<file path="src/rtl/cpu_pkg.sv">
// Shared core definitions: multiply sequencer state encoding, MUL decode
// constants and default datapath width.
package cpu_pkg;

  localparam int unsigned XLEN_DEFAULT  = 32;
  localparam int unsigned CNT_W_DEFAULT = 6;

  localparam logic [6:0] OPCODE_OP  = 7'b0110011;
  localparam logic [6:0] MUL_FUNCT7 = 7'b0000001;
  localparam logic [2:0] MUL_FUNCT3 = 3'b000;

  typedef enum logic [1:0] {
    ST_IDLE = 2'd0,
    ST_BUSY = 2'd1,
    ST_DONE = 2'd2
  } mul_state_t;

  // ID-stage helper producing the is_mul flag that feeds the sequencer.
  function automatic logic is_mul_insn(input logic [31:0] insn);
    return (insn[6:0] == OPCODE_OP) && (insn[14:12] == MUL_FUNCT3) &&
           (insn[31:25] == MUL_FUNCT7);
  endfunction

endpackage

</file>
<file path="src/rtl/mul_shift_add_dp.sv">
// Shift-add multiply datapath: multiplicand/multiplier shift registers and
// the accumulator, sequenced by load/step/clr from mul_seq_ctrl.
module mul_shift_add_dp
  import cpu_pkg::*;
#(
  parameter int unsigned XLEN = XLEN_DEFAULT
) (
  input  logic            clk_i,
  input  logic            clr,
  input  logic            load,
  input  logic            step,
  input  logic [XLEN-1:0] rs1_data,
  input  logic [XLEN-1:0] rs2_data,
  output logic [XLEN-1:0] acc_next
);

  logic [XLEN-1:0] mcand;
  logic [XLEN-1:0] mplr;
  logic [XLEN-1:0] acc;

  // Accumulator value after the current step; also tapped as the final product.
  always_comb begin
    acc_next = acc;
    if (mplr[0]) acc_next = acc + mcand;
  end

  always_ff @(posedge clk_i) begin
    if (clr) begin
      mcand <= '0;
      mplr  <= '0;
      acc   <= '0;
    end else if (load) begin
      mcand <= rs1_data;
      mplr  <= rs2_data;
      acc   <= '0;
    end else if (step) begin
      acc   <= acc_next;
      mcand <= mcand << 1;
      mplr  <= mplr >> 1;
    end
  end

endmodule

</file>
<file path="src/rtl/mul_seq_ctrl.sv">
// Fixed-latency iterative MUL sequencer for EX: stalls the front end for
// XLEN+1 cycles, then pulses done_o with the low XLEN product bits.
module mul_seq_ctrl
  import cpu_pkg::*;
#(
  parameter int unsigned XLEN  = XLEN_DEFAULT,
  parameter int unsigned CNT_W = CNT_W_DEFAULT
) (
  input  logic            clk_i,
  input  logic            rst_i,
  input  logic            start_i,
  input  logic            valid_i,
  input  logic            is_mul_i,
  input  logic            flush_i,
  input  logic [XLEN-1:0] rs1_data_i,
  input  logic [XLEN-1:0] rs2_data_i,
  output logic            stall_o,
  output logic            done_o,
  output logic [XLEN-1:0] result_o
);

  mul_state_t      state;
  logic [CNT_W-1:0] cnt;
  logic            req;
  logic            last_iter;
  logic            dp_clr;
  logic            dp_load;
  logic            dp_step;
  logic [XLEN-1:0] acc_next;

  always_comb begin
    req       = start_i & valid_i & is_mul_i & ~flush_i;
    last_iter = (cnt == CNT_W'(XLEN - 1));
    dp_clr    = rst_i | ((state == ST_BUSY) & flush_i);
    dp_load   = (state == ST_IDLE) & req;
    dp_step   = (state == ST_BUSY) & ~flush_i;
    // Combinational from IDLE so the MUL is frozen in EX on its first cycle.
    stall_o   = ~rst_i & (((state == ST_IDLE) & req) | (state == ST_BUSY));
  end

  mul_shift_add_dp #(
    .XLEN(XLEN)
  ) u_dp (
    .clk_i    (clk_i),
    .clr      (dp_clr),
    .load     (dp_load),
    .step     (dp_step),
    .rs1_data (rs1_data_i),
    .rs2_data (rs2_data_i),
    .acc_next (acc_next)
  );

  always_ff @(posedge clk_i) begin
    if (rst_i) begin
      state    <= ST_IDLE;
      cnt      <= '0;
      done_o   <= 1'b0;
      result_o <= '0;
    end else begin
      case (state)
        ST_IDLE: begin
          done_o <= 1'b0;
          if (req) begin
            cnt   <= '0;
            state <= ST_BUSY;
          end
        end
        ST_BUSY: begin
          if (flush_i) begin
            cnt   <= '0;
            state <= ST_IDLE;
          end else begin
            cnt <= cnt + CNT_W'(1);
            if (last_iter) begin
              result_o <= acc_next;
              done_o   <= 1'b1;
              state    <= ST_DONE;
            end
          end
        end
        ST_DONE: begin
          // The request still visible here is the instruction just completed.
          done_o <= 1'b0;
          state  <= ST_IDLE;
        end
        default: begin
          done_o <= 1'b0;
          state  <= ST_IDLE;
        end
      endcase
    end
  end

endmodule

</file>
<file path="config.mk">
export PLATFORM = sky130hd
export DESIGN_NAME = mul_seq_ctrl
export DESIGN_NICKNAME = d
export VERILOG_FILES = /design/src/rtl/cpu_pkg.sv /design/src/rtl/mul_shift_add_dp.sv /design/src/rtl/mul_seq_ctrl.sv
export SDC_FILE = /design/constraint.sdc
export NUM_CORES = 1
export LEC_CHECK = 0
export ABC_AREA = 1
export CAP_MARGIN = 20
export CORE_MARGIN = 2
export CORE_UTILIZATION = 50
export DETAILED_ROUTE_END_ITERATION = 8
export PLACE_DENSITY = 0.76
export SLEW_MARGIN = 30
export SYNTH_ARGS = -nofsm -noshare
export SYNTH_HDL_FRONTEND = slang
export SYNTH_HIERARCHICAL = 1
export SYNTH_SLANG_ARGS = --single-unit
export TNS_END_PERCENT = 5
</file>
<file path="constraint.sdc">
create_clock -name clk_i -period 1.8 [get_ports clk_i]
set_input_delay 0.36 -clock clk_i [delete_from_list [all_inputs] [get_ports clk_i]]
set_output_delay 0.36 -clock clk_i [all_outputs]
set_load 0.03 [all_outputs]
</file>
[Word-level counts from Yosys, hierarchy flattened]
Cells that the tools add are included.
Storage, ports and cells
  memories kept: 0
  memory bits (writable): 0
  input bits: 70
  bits in read-only memories: 0
  register bits: 137
  bits in latches: 0
Cells by class
  multipliers: 0
  bitwise operators: 12
  mux-type cells: 12
  reductions and logical operators: 9
  equality and inequality tests: 4
  div/mod/pow operators: 0
  add/sub/neg operators: 2
  shifts and indexed selects: 0
  order comparisons: 0
Operators by type and width (number)
  32-bit two-way mux: 5
  32-bit adder: 1
  6-bit two-way mux: 2
  6-bit case mux with 2 select lines: 1
  1-bit bitwise AND: 7
  6-bit by 1-bit adder with 6-bit output (second input constant): 1
  6-bit by 5-bit == test with 1-bit output (second input constant): 1
  2-bit two-way mux: 3
  2-bit AND reduction: 3
  2-bit case mux with 2 select lines: 1
  2-bit nonzero test: 2
  2-bit OR reduction: 2
  3-bit != test (second input constant): 1
  1-bit inverter: 3
  3-bit AND reduction: 1
  2-bit by 1-bit == test with 1-bit output (second input constant): 1
  2-bit logical NOT: 1
  2-bit != test (second input constant): 1
  1-bit bitwise OR: 2

[Depth between registers and ports, before layout]
Gate-level depths: netlist of the first run.
  depth after elaboration: 6
  mapped depth: 14
  gate-level depth less buffers: 14

[Hierarchy]
The synthesis of the first run kept the hierarchy.
By module, submodules not included
  mul_shift_add_dp: cells each 1163, area each 6832.8 um^2, times used 1
  mul_seq_ctrl: cells each 214, area each 1815.5 um^2, times used 1

[Worst setup path before layout of the first run]
Ideal clock, no wire load.
  path type: reg2reg
  from: register u_dp.mcand[0]
  to: register result_o[28]
  data arrival time: 1880 ps
  cell stages (with the launch flop): 14
  required time: 1730 ps
  setup time: 70 ps
  path slack: -150 ps
  path through: dfxtp_1 > ha_1 > fa_1 > nand3_1 > nand3_1 > nand3_1 > nand3_1 > nand2_1 > nand2_1 > nand2_1 > nand3_1 > nand2_1 > nand4_1 > a21oi_1
Between the ends
  longest elaborated chain between the ends: 2
Ends and longest elaborated chain
  from (decl): line mul_shift_add_dp.sv:17  | logic [XLEN-1:0] mcand;
  from (signal assigned): line mul_shift_add_dp.sv:33  | mcand <= rs1_data;
  from (signal assigned): line mul_shift_add_dp.sv:38  | mcand <= mcand << 1;
  32-bit adder: line mul_shift_add_dp.sv:24  | if (mplr[0]) acc_next = acc + mcand;
  32-bit two-way mux: line mul_shift_add_dp.sv:24
  via acc_next[28]: line mul_seq_ctrl.sv:29  | logic [XLEN-1:0] acc_next;
  to (signal assigned): line mul_seq_ctrl.sv:75  | result_o <= acc_next;
  to (decl): line mul_seq_ctrl.sv:19  | output logic [XLEN-1:0] result_o
The timed path passes the listed nets, and every way through them passes these cells.
A chain may end at the register's enable or synchronous reset.

[Worst setup path after layout of the first run]
  from: register u_dp.mcand[4]
  to: register result_o[31]
The elaborated chain is that of the path after synthesis.

==> results of run 1 <==
==> worst max-delay path, cell delays in order, from the launching register on <==
cell and delay, ns:
dfxtp_2 0.34, ha_4 0.27, nand2_1 0.09, nand2_2 0.09, a21oi_2 0.18, nand2_2 0.10
nand2_1 0.10, nand2_2 0.11, nand2_2 0.09, nand2_1 0.05, nand2_1 0.05, nand3_1 0.09
nand2_2 0.14, nand4_1 0.11, a21oi_1 0.14
==> final cells by class <==
cell class                      count  area [um^2]
Tap cell                          225          282
Multi-Input combinational cell    930         5370
Inverter                          251          942
Sequential cell                   137         2800
Clock inverter                     15          214
Clock buffer                       17          425
Fill cell                        1286         4990
Timing Repair Buffer              236         2100
==> how the worst min path moves through the flow <==
stage	startpoint	to	slack (ns)	depth (start not counted)
3_3_place_gp	done_o	done_o	0.44	2
5_1_grt	result_o[21]	result_o[21]	0.48	2
6_report	result_o[27]	result_o[27]	0.46	2
4_1_cts	result_o[6]	result_o[6]	0.47	2
3_5_place_dp	done_o	done_o	0.45	2
2_1_floorplan	u_dp/mplr[31]	u_dp/mplr[31]	0.44	2
==> where the power goes <==
| group | switching, mW | total (mW) | internal [mW] | leakage [nW] |
|---|---|---|---|---|
| logic | 0.326 | 0.664 | 0.338 | 4.69 |
| registers | 0.0419 | 3.12 | 3.08 | 1.13 |
| clock network | 1.47 | 3.82 | 2.35 | 0.311 |
==> cells in the mapped netlist, types with 4 or more instances <==
cell type	number
buf_2	16
nand2_1	445
a22oi_1	21
ha_1	32
a21oi_1	77
clkbuf_1	27
inv_2	4
nand2_2	40
inv_1	247
buf_1	10
o21ai_0	30
o21ai_1	9
o21bai_1	6
dfxtp_1	137
xor2_1	7
nand4_1	37
xnor2_1	5
o211ai_1	15
nand3_1	59
nand3_2	8
buf_6	6
a31oi_1	6
o221ai_1	21
nor2_1	93
==> flip-flops by register name, indices dropped and copies added, names as in the netlist <==
signal	count
result_o	32
u_dp/acc	32
u_dp/mcand	32
u_dp/mplr	32
cnt	6
state	2
done_o	1
==> layout by cell type, fill, tap and decap left out, types with 14 or more instances in the layout <==
| master | n |
|---|---|
| nand4_1 | 37 |
| inv_1 | 239 |
| o211ai_1 | 15 |
| o21ai_0 | 19 |
| dfxtp_1 | 95 |
| a21oi_2 | 14 |
| nor2_2 | 17 |
| a21oi_1 | 64 |
| dlygate4sd2_1 | 31 |
| o221ai_1 | 21 |
| a22oi_1 | 21 |
| nand3_1 | 49 |
| nand2_2 | 75 |
| clkdlybuf4s50_1 | 69 |
| o21ai_1 | 18 |
| clkbuf_16 | 17 |
| nor2_1 | 78 |
| ha_4 | 25 |
| dfxtp_2 | 40 |
| nand2_1 | 405 |
| buf_4 | 122 |
==> metal layers <==
metal | global-route usage, % | vias up | wire length, um
met5 | 0 | - | 0
met4 | 14.8 | 0 | 1360
met3 | 4.68 | 97 | 1600
met2 | 51.2 | 408 | 13700
met1 | 36.2 | 4501 | 11500
li1 | - | 4713 | -
==> through the flow <==
stage	worst slack [ns]	setup TNS [ns]	util, %	std cells
4_1_cts	-0.156	-3.28	69.4	1810
2_1_floorplan	0.000493	0	-	1377
5_1_grt	-0.382	-12.66	70.9	1811
3_3_place_gp	-0.333	-22.38	63.0	1777
3_5_place_dp	-0.363	-26.02	63.0	1777
6_report	-0.221	-6.07	70.9	1811
==> cells by family (layout without fill, tap and decap cells) <==
family / Yosys count / after routing / synth area share (%)
buffers and inverters: 310 / 519 / 14.2
adder cells (fa/ha/maj): 33 / 33 / 4.86
flip-flops: 137 / 137 / 31.7
AND/OR/NAND/NOR: 696 / 696 / 34.8
AO/OA/AOI/OAI: 189 / 189 / 13.3
XOR/XNOR: 12 / 12 / 1.22
==> timing repair <==
item	CTS	global route
endpoints found under the setup margin	88	66
hold buffers	0	0
setup buffers	1	1
pin swaps	20	23
gates resized for setup	134	85
==> flow_summary_export.csv, run 1 <==
group,metric,value,unit
power_and_ir_drop,ir_drop,595,uV
logic_synthesis,async_flop_share,0,%
logic_synthesis,synthDistinctLibCells,35,
floorplan,core,17100,um^2
layout,n_antenna_cell,0,
critical_path,crit_fanout,4,
critical_path,rr_startpoint,"u_dp/mcand[4]",
floorplan,rows,48,
grt,antenna_found_initial,0,
detailed_routing,antenna_left,0,
logic_synthesis,yosysWarnings,6,
logic_synthesis,synth_top_area_share,31.7,%
timing,maxSlewViolCount,0,
critical_path,reg2reg_to,"result_o[31]",
logic_synthesis,syn_area_per_cell,6.28,um^2
place,io_buffer_count,103,
detailed_routing,drt_wl_total,28100,um
detailed_routing,first_pass_iters,6,
critical_path,reg2regPathDepth,14,
critical_path,cp_data_required_time,2.16,ns
clock_tree,clockRootBuffer,"clkbuf_16",
clock_tree,max-clock-path-buffers,2,
logic_synthesis,netlist_area,8650,um^2
clock_tree,clk_latency,0.43,ns
clock_tree,clk_pin_slew,0.06,ns
layout,synthToLayoutAreaGrowth,40.2,%
hold_path,hold_path.class,"reg2reg",
timing,fmax,495,MHz
floorplan,start_util,50.5,%
detailed_routing,vias_per_cell,5.37,
power_and_ir_drop,power.leakage,6.13,nW
logic_synthesis,synth_edf_count,0,
critical_path,cp-endpoint,"result_o[31]",
timing,whs,0.462,ns
clock_tree,cts.sinks,137,
grt,grt_max_degree,50,
logic_synthesis,synth_area_leaders,"dfxtp_1 (32%), nand2_1 (19%), inv_1 (11%)",
timing,fin_crit_sh,112,%
grt,grt_pass1_wl,43400,um
flow_run,drv_cap,0,
layout,drive_gt1_share,24.7,%
critical_path,critPathLaunchType,"flip-flop",
grt,grt_pass1_vias,9020,
logic_synthesis,synth_fp_nets,1480,
grt,gr-total-overflow,0,
critical_path,rrSetupSlack,-0.22,ns
clock_tree,cts_tree,"done",
timing,max_slew.worst_pin.slew,0.505,ns
floorplan,ios,104,
floorplan,die_area,18400,um^2
critical_path,end_kind,"flip-flop",
timing,hold_viol,0,
layout,final_nets,1676,
outcome,outcome,"finished, violations left",
critical_path,critical_path_arrival,2.38,ns
timing,finalClockSkew,0.0106,ns
timing,rsz0062_at_grt,"yes",
logic_synthesis,synth_seq_area_share,31.7,%
place,gp_congestion,0.970,
clock_tree,h-tree-depth,4,
timing,finalSetupViolations,51,
detailed_routing,drtIter0Drc,806,
logic_synthesis,ys.flop_type,"dfxtp_1",
critical_path,path_class,"reg2reg",
power_and_ir_drop,design_power_total,7.61,mW
timing,setup_ws,-0.221,ns
power_and_ir_drop,power.density,627,nW/um^2
outcome,violations,"setup timing",
layout,final_area,12100,um^2
detailed_routing,vias,9719,
grt,grt_use_total,29.8,%
logic_synthesis,synth-seq-cells,137,
timing,max_slew_margin,66.4,%
place,dpl.hpwl,18700,um
logic_synthesis,yosysTopAreaCell,"dfxtp_1",
timing,period_minus_slack,2.02,ns
critical_path,startpoint,"u_dp/mcand[4]",
clock_tree,numCtsBuffers,17,
logic_synthesis,synth_cells,1377,
place,dpl-instance-area,10800,um^2
detailed_routing,routedWlPerCell,15.5,um
floorplan,chipWidth,136,um
detailed_routing,drcViolationCount,0,
floorplan,die_h,136,um
No activity file was read; power rests on OpenSTA's default activity.
==> run 2: changes to the inputs <==
CORE_ASPECT_RATIO = 0.75   (was default)
==> flow_summary_export.csv, run 2 (synthesis gave the netlist of run 1 again) <==
group,metric,value,unit
layout,synthToLayoutAreaGrowth,36.4,%
clock_tree,clockRootBuffer,"clkbuf_16",
critical_path,path_class,"reg2reg",
clock_tree,clk_latency,0.43,ns
floorplan,ios,104,
grt,antenna_found_initial,0,
timing,finalClockSkew,0.0116,ns
place,dpl.hpwl,18200,um
place,gp_congestion,0.944,
floorplan,core,16900,um^2
timing,hold_viol,0,
outcome,outcome,"finished, violations left",
layout,layout_common_cells,"nand2_1 (422), inv_1 (241), dfxtp_1 (108)",
layout,n_antenna_cell,0,
clock_tree,numCtsBuffers,17,
critical_path,cp_cell_sequence,"ha_4 -> nand2_1 -> inv_1 -> nand2_1 -> nand2_1 -> nand2_1 -> nand3_4 -> nand2_2 -> nand3_1 -> nand2_1 -> nand3_1 -> nand2_1 -> nand4_1 -> a21oi_2",
layout,fillers,1385,
grt,grt_pass1_wl,42100,um
clock_tree,ctsHoldBuffers,0,
floorplan,start_util,51.2,%
hold_path,hold_path.class,"reg2reg",
layout,mostFrequentLayoutCell,"nand2_1",
detailed_routing,first_pass_iters,6,
floorplan,die_h,118,um
timing,finalSetupViolations,53,
grt,gr-total-overflow,0,
layout,final_nets,1650,
grt,grt_max_degree,50,
timing,rsz0062_at_grt,"yes",
clock_tree,h-tree-depth,4,
critical_path,critPathLaunchType,"flip-flop",
layout,drive_gt1_share,21.2,%
floorplan,rows,41,
timing,whs,0.454,ns
detailed_routing,drt_wl_total,26100,um
clock_tree,cts_tree,"done",
timing,setup_ws,-0.194,ns
floorplan,chipWidth,156,um
critical_path,cp_data_required_time,2.16,ns
clock_tree,max-clock-path-buffers,2,
timing,fmax,502,MHz
detailed_routing,vias,9336,
critical_path,end_kind,"flip-flop",
timing,maxSlewViolCount,0,
clock_tree,clk_pin_slew,0.06,ns
detailed_routing,drtIter0Drc,840,
power_and_ir_drop,power.leakage,5.91,nW
detailed_routing,routedWlPerCell,14.7,um
clock_tree,cts.sinks,137,
power_and_ir_drop,ir_drop,571,uV
detailed_routing,antenna_left,0,
grt,grt_pass1_vias,8691,
flow_run,drv_cap,0,
timing,tns,-5.13,ns
timing,fin_crit_sh,111,%
detailed_routing,vias_per_cell,5.26,
critical_path,critical_path_arrival,2.35,ns
place,io_buffer_count,103,
critical_path,max_stage_delay,0.34,ns
timing,max_slew.worst_pin.slew,0.514,ns
grt,grt_use_total,28.1,%
timing,max_slew_margin,65.7,%
critical_path,crit_top_cell,"nand2_1",
outcome,violations,"setup timing",
power_and_ir_drop,power.density,626,nW/um^2
critical_path,crit_fanout,4,
floorplan,die_area,18400,um^2
detailed_routing,drcViolationCount,0,
timing,period_minus_slack,1.99,ns
critical_path,cpMaxStageDelayCell,"dfxtp_2",
==> run 2: cell types whose count changed in the layout (fill, tap and decap cells not counted), sizes merged, moves of 2 or more <==
cell         delta
buf            -26
clkbuf          +3
clkinv          +2
dlygate4sd2     +2
inv             -5
==> run 2: repair_timing <==
action | in CTS | in global routing
resized for setup | 97 | 78
pin swaps | 24 | 21
endpoints found under the hold margin | 0 | 0
setup buffers | 0 | 2
endpoints found under the setup margin | 89 | 63
==> run 2: per-stage QoR <==
| stage | utilization [%] | cells | power [mW] | area [um^2] | setup WS (ns) |
|---|---|---|---|---|---|
| after floorplan | - | 1377 | 3.44 | 8680 | 0.000493 |
| after global routing | 69.9 | 1775 | 7.64 | 11800 | -0.324 |
| after detailed placement | 62.8 | 1741 | 3.76 | 10600 | -0.236 |
| after CTS | 68.1 | 1773 | 7.39 | 11500 | -0.161 |
| after global placement | 62.8 | 1741 | 3.75 | 10600 | -0.209 |
| final | 69.9 | 1775 | 7.39 | 11800 | -0.194 |
==> run 2: area by class of cell <==
class,count,area [um^2],area share (%)
repair buffers,210,1910,16.2
multi-input cells,930,5280,44.8
clock buffers,20,467,3.96
clock inverters,12,148,1.25
inverters,251,942,7.99
well taps,215,269,2.28
flip-flops and latches,137,2780,23.6
==> run 2: routing by layer <==
layer	up-vias	global-route usage, %	part of all wire [%]
met1	4245	36.7	44
met2	339	46.2	47
met4	0	10.5	3.0
met5	-	0	0
li1	4688	-	-
met3	64	5.41	6.3
==> run 2: final timing paths <==
check | to | slack [ns] | from | depth (start not counted)
max reg2reg | result_o[26] | -0.19 | u_dp/mcand[4] | 14
min | done_o | 0.45 | done_o | 2
max | result_o[26] | -0.19 | u_dp/mcand[4] | 14
min reg2reg | done_o | 0.45 | done_o | 2
==> run 2: power breakdown <==
| part | total (mW) | internal, mW | switching (mW) |
|---|---|---|---|
| Sequential | 3.12 | 3.08 | 0.0412 |
| Combinational | 0.638 | 0.326 | 0.312 |
| Clock | 3.63 | 2.28 | 1.35 |
| Total | 7.39 | 5.68 | 1.70 |
==> run 2: critical path: cells and delay by family, from the launching register on <==
family | cells | cell delay, ns
and+or+nand+nor | 11 | 1.12
buffers and inverters | 1 | 0.06
adders and majority gates | 1 | 0.26
AOI/OAI and AO/OA | 1 | 0.15
DFF | 1 | 0.34
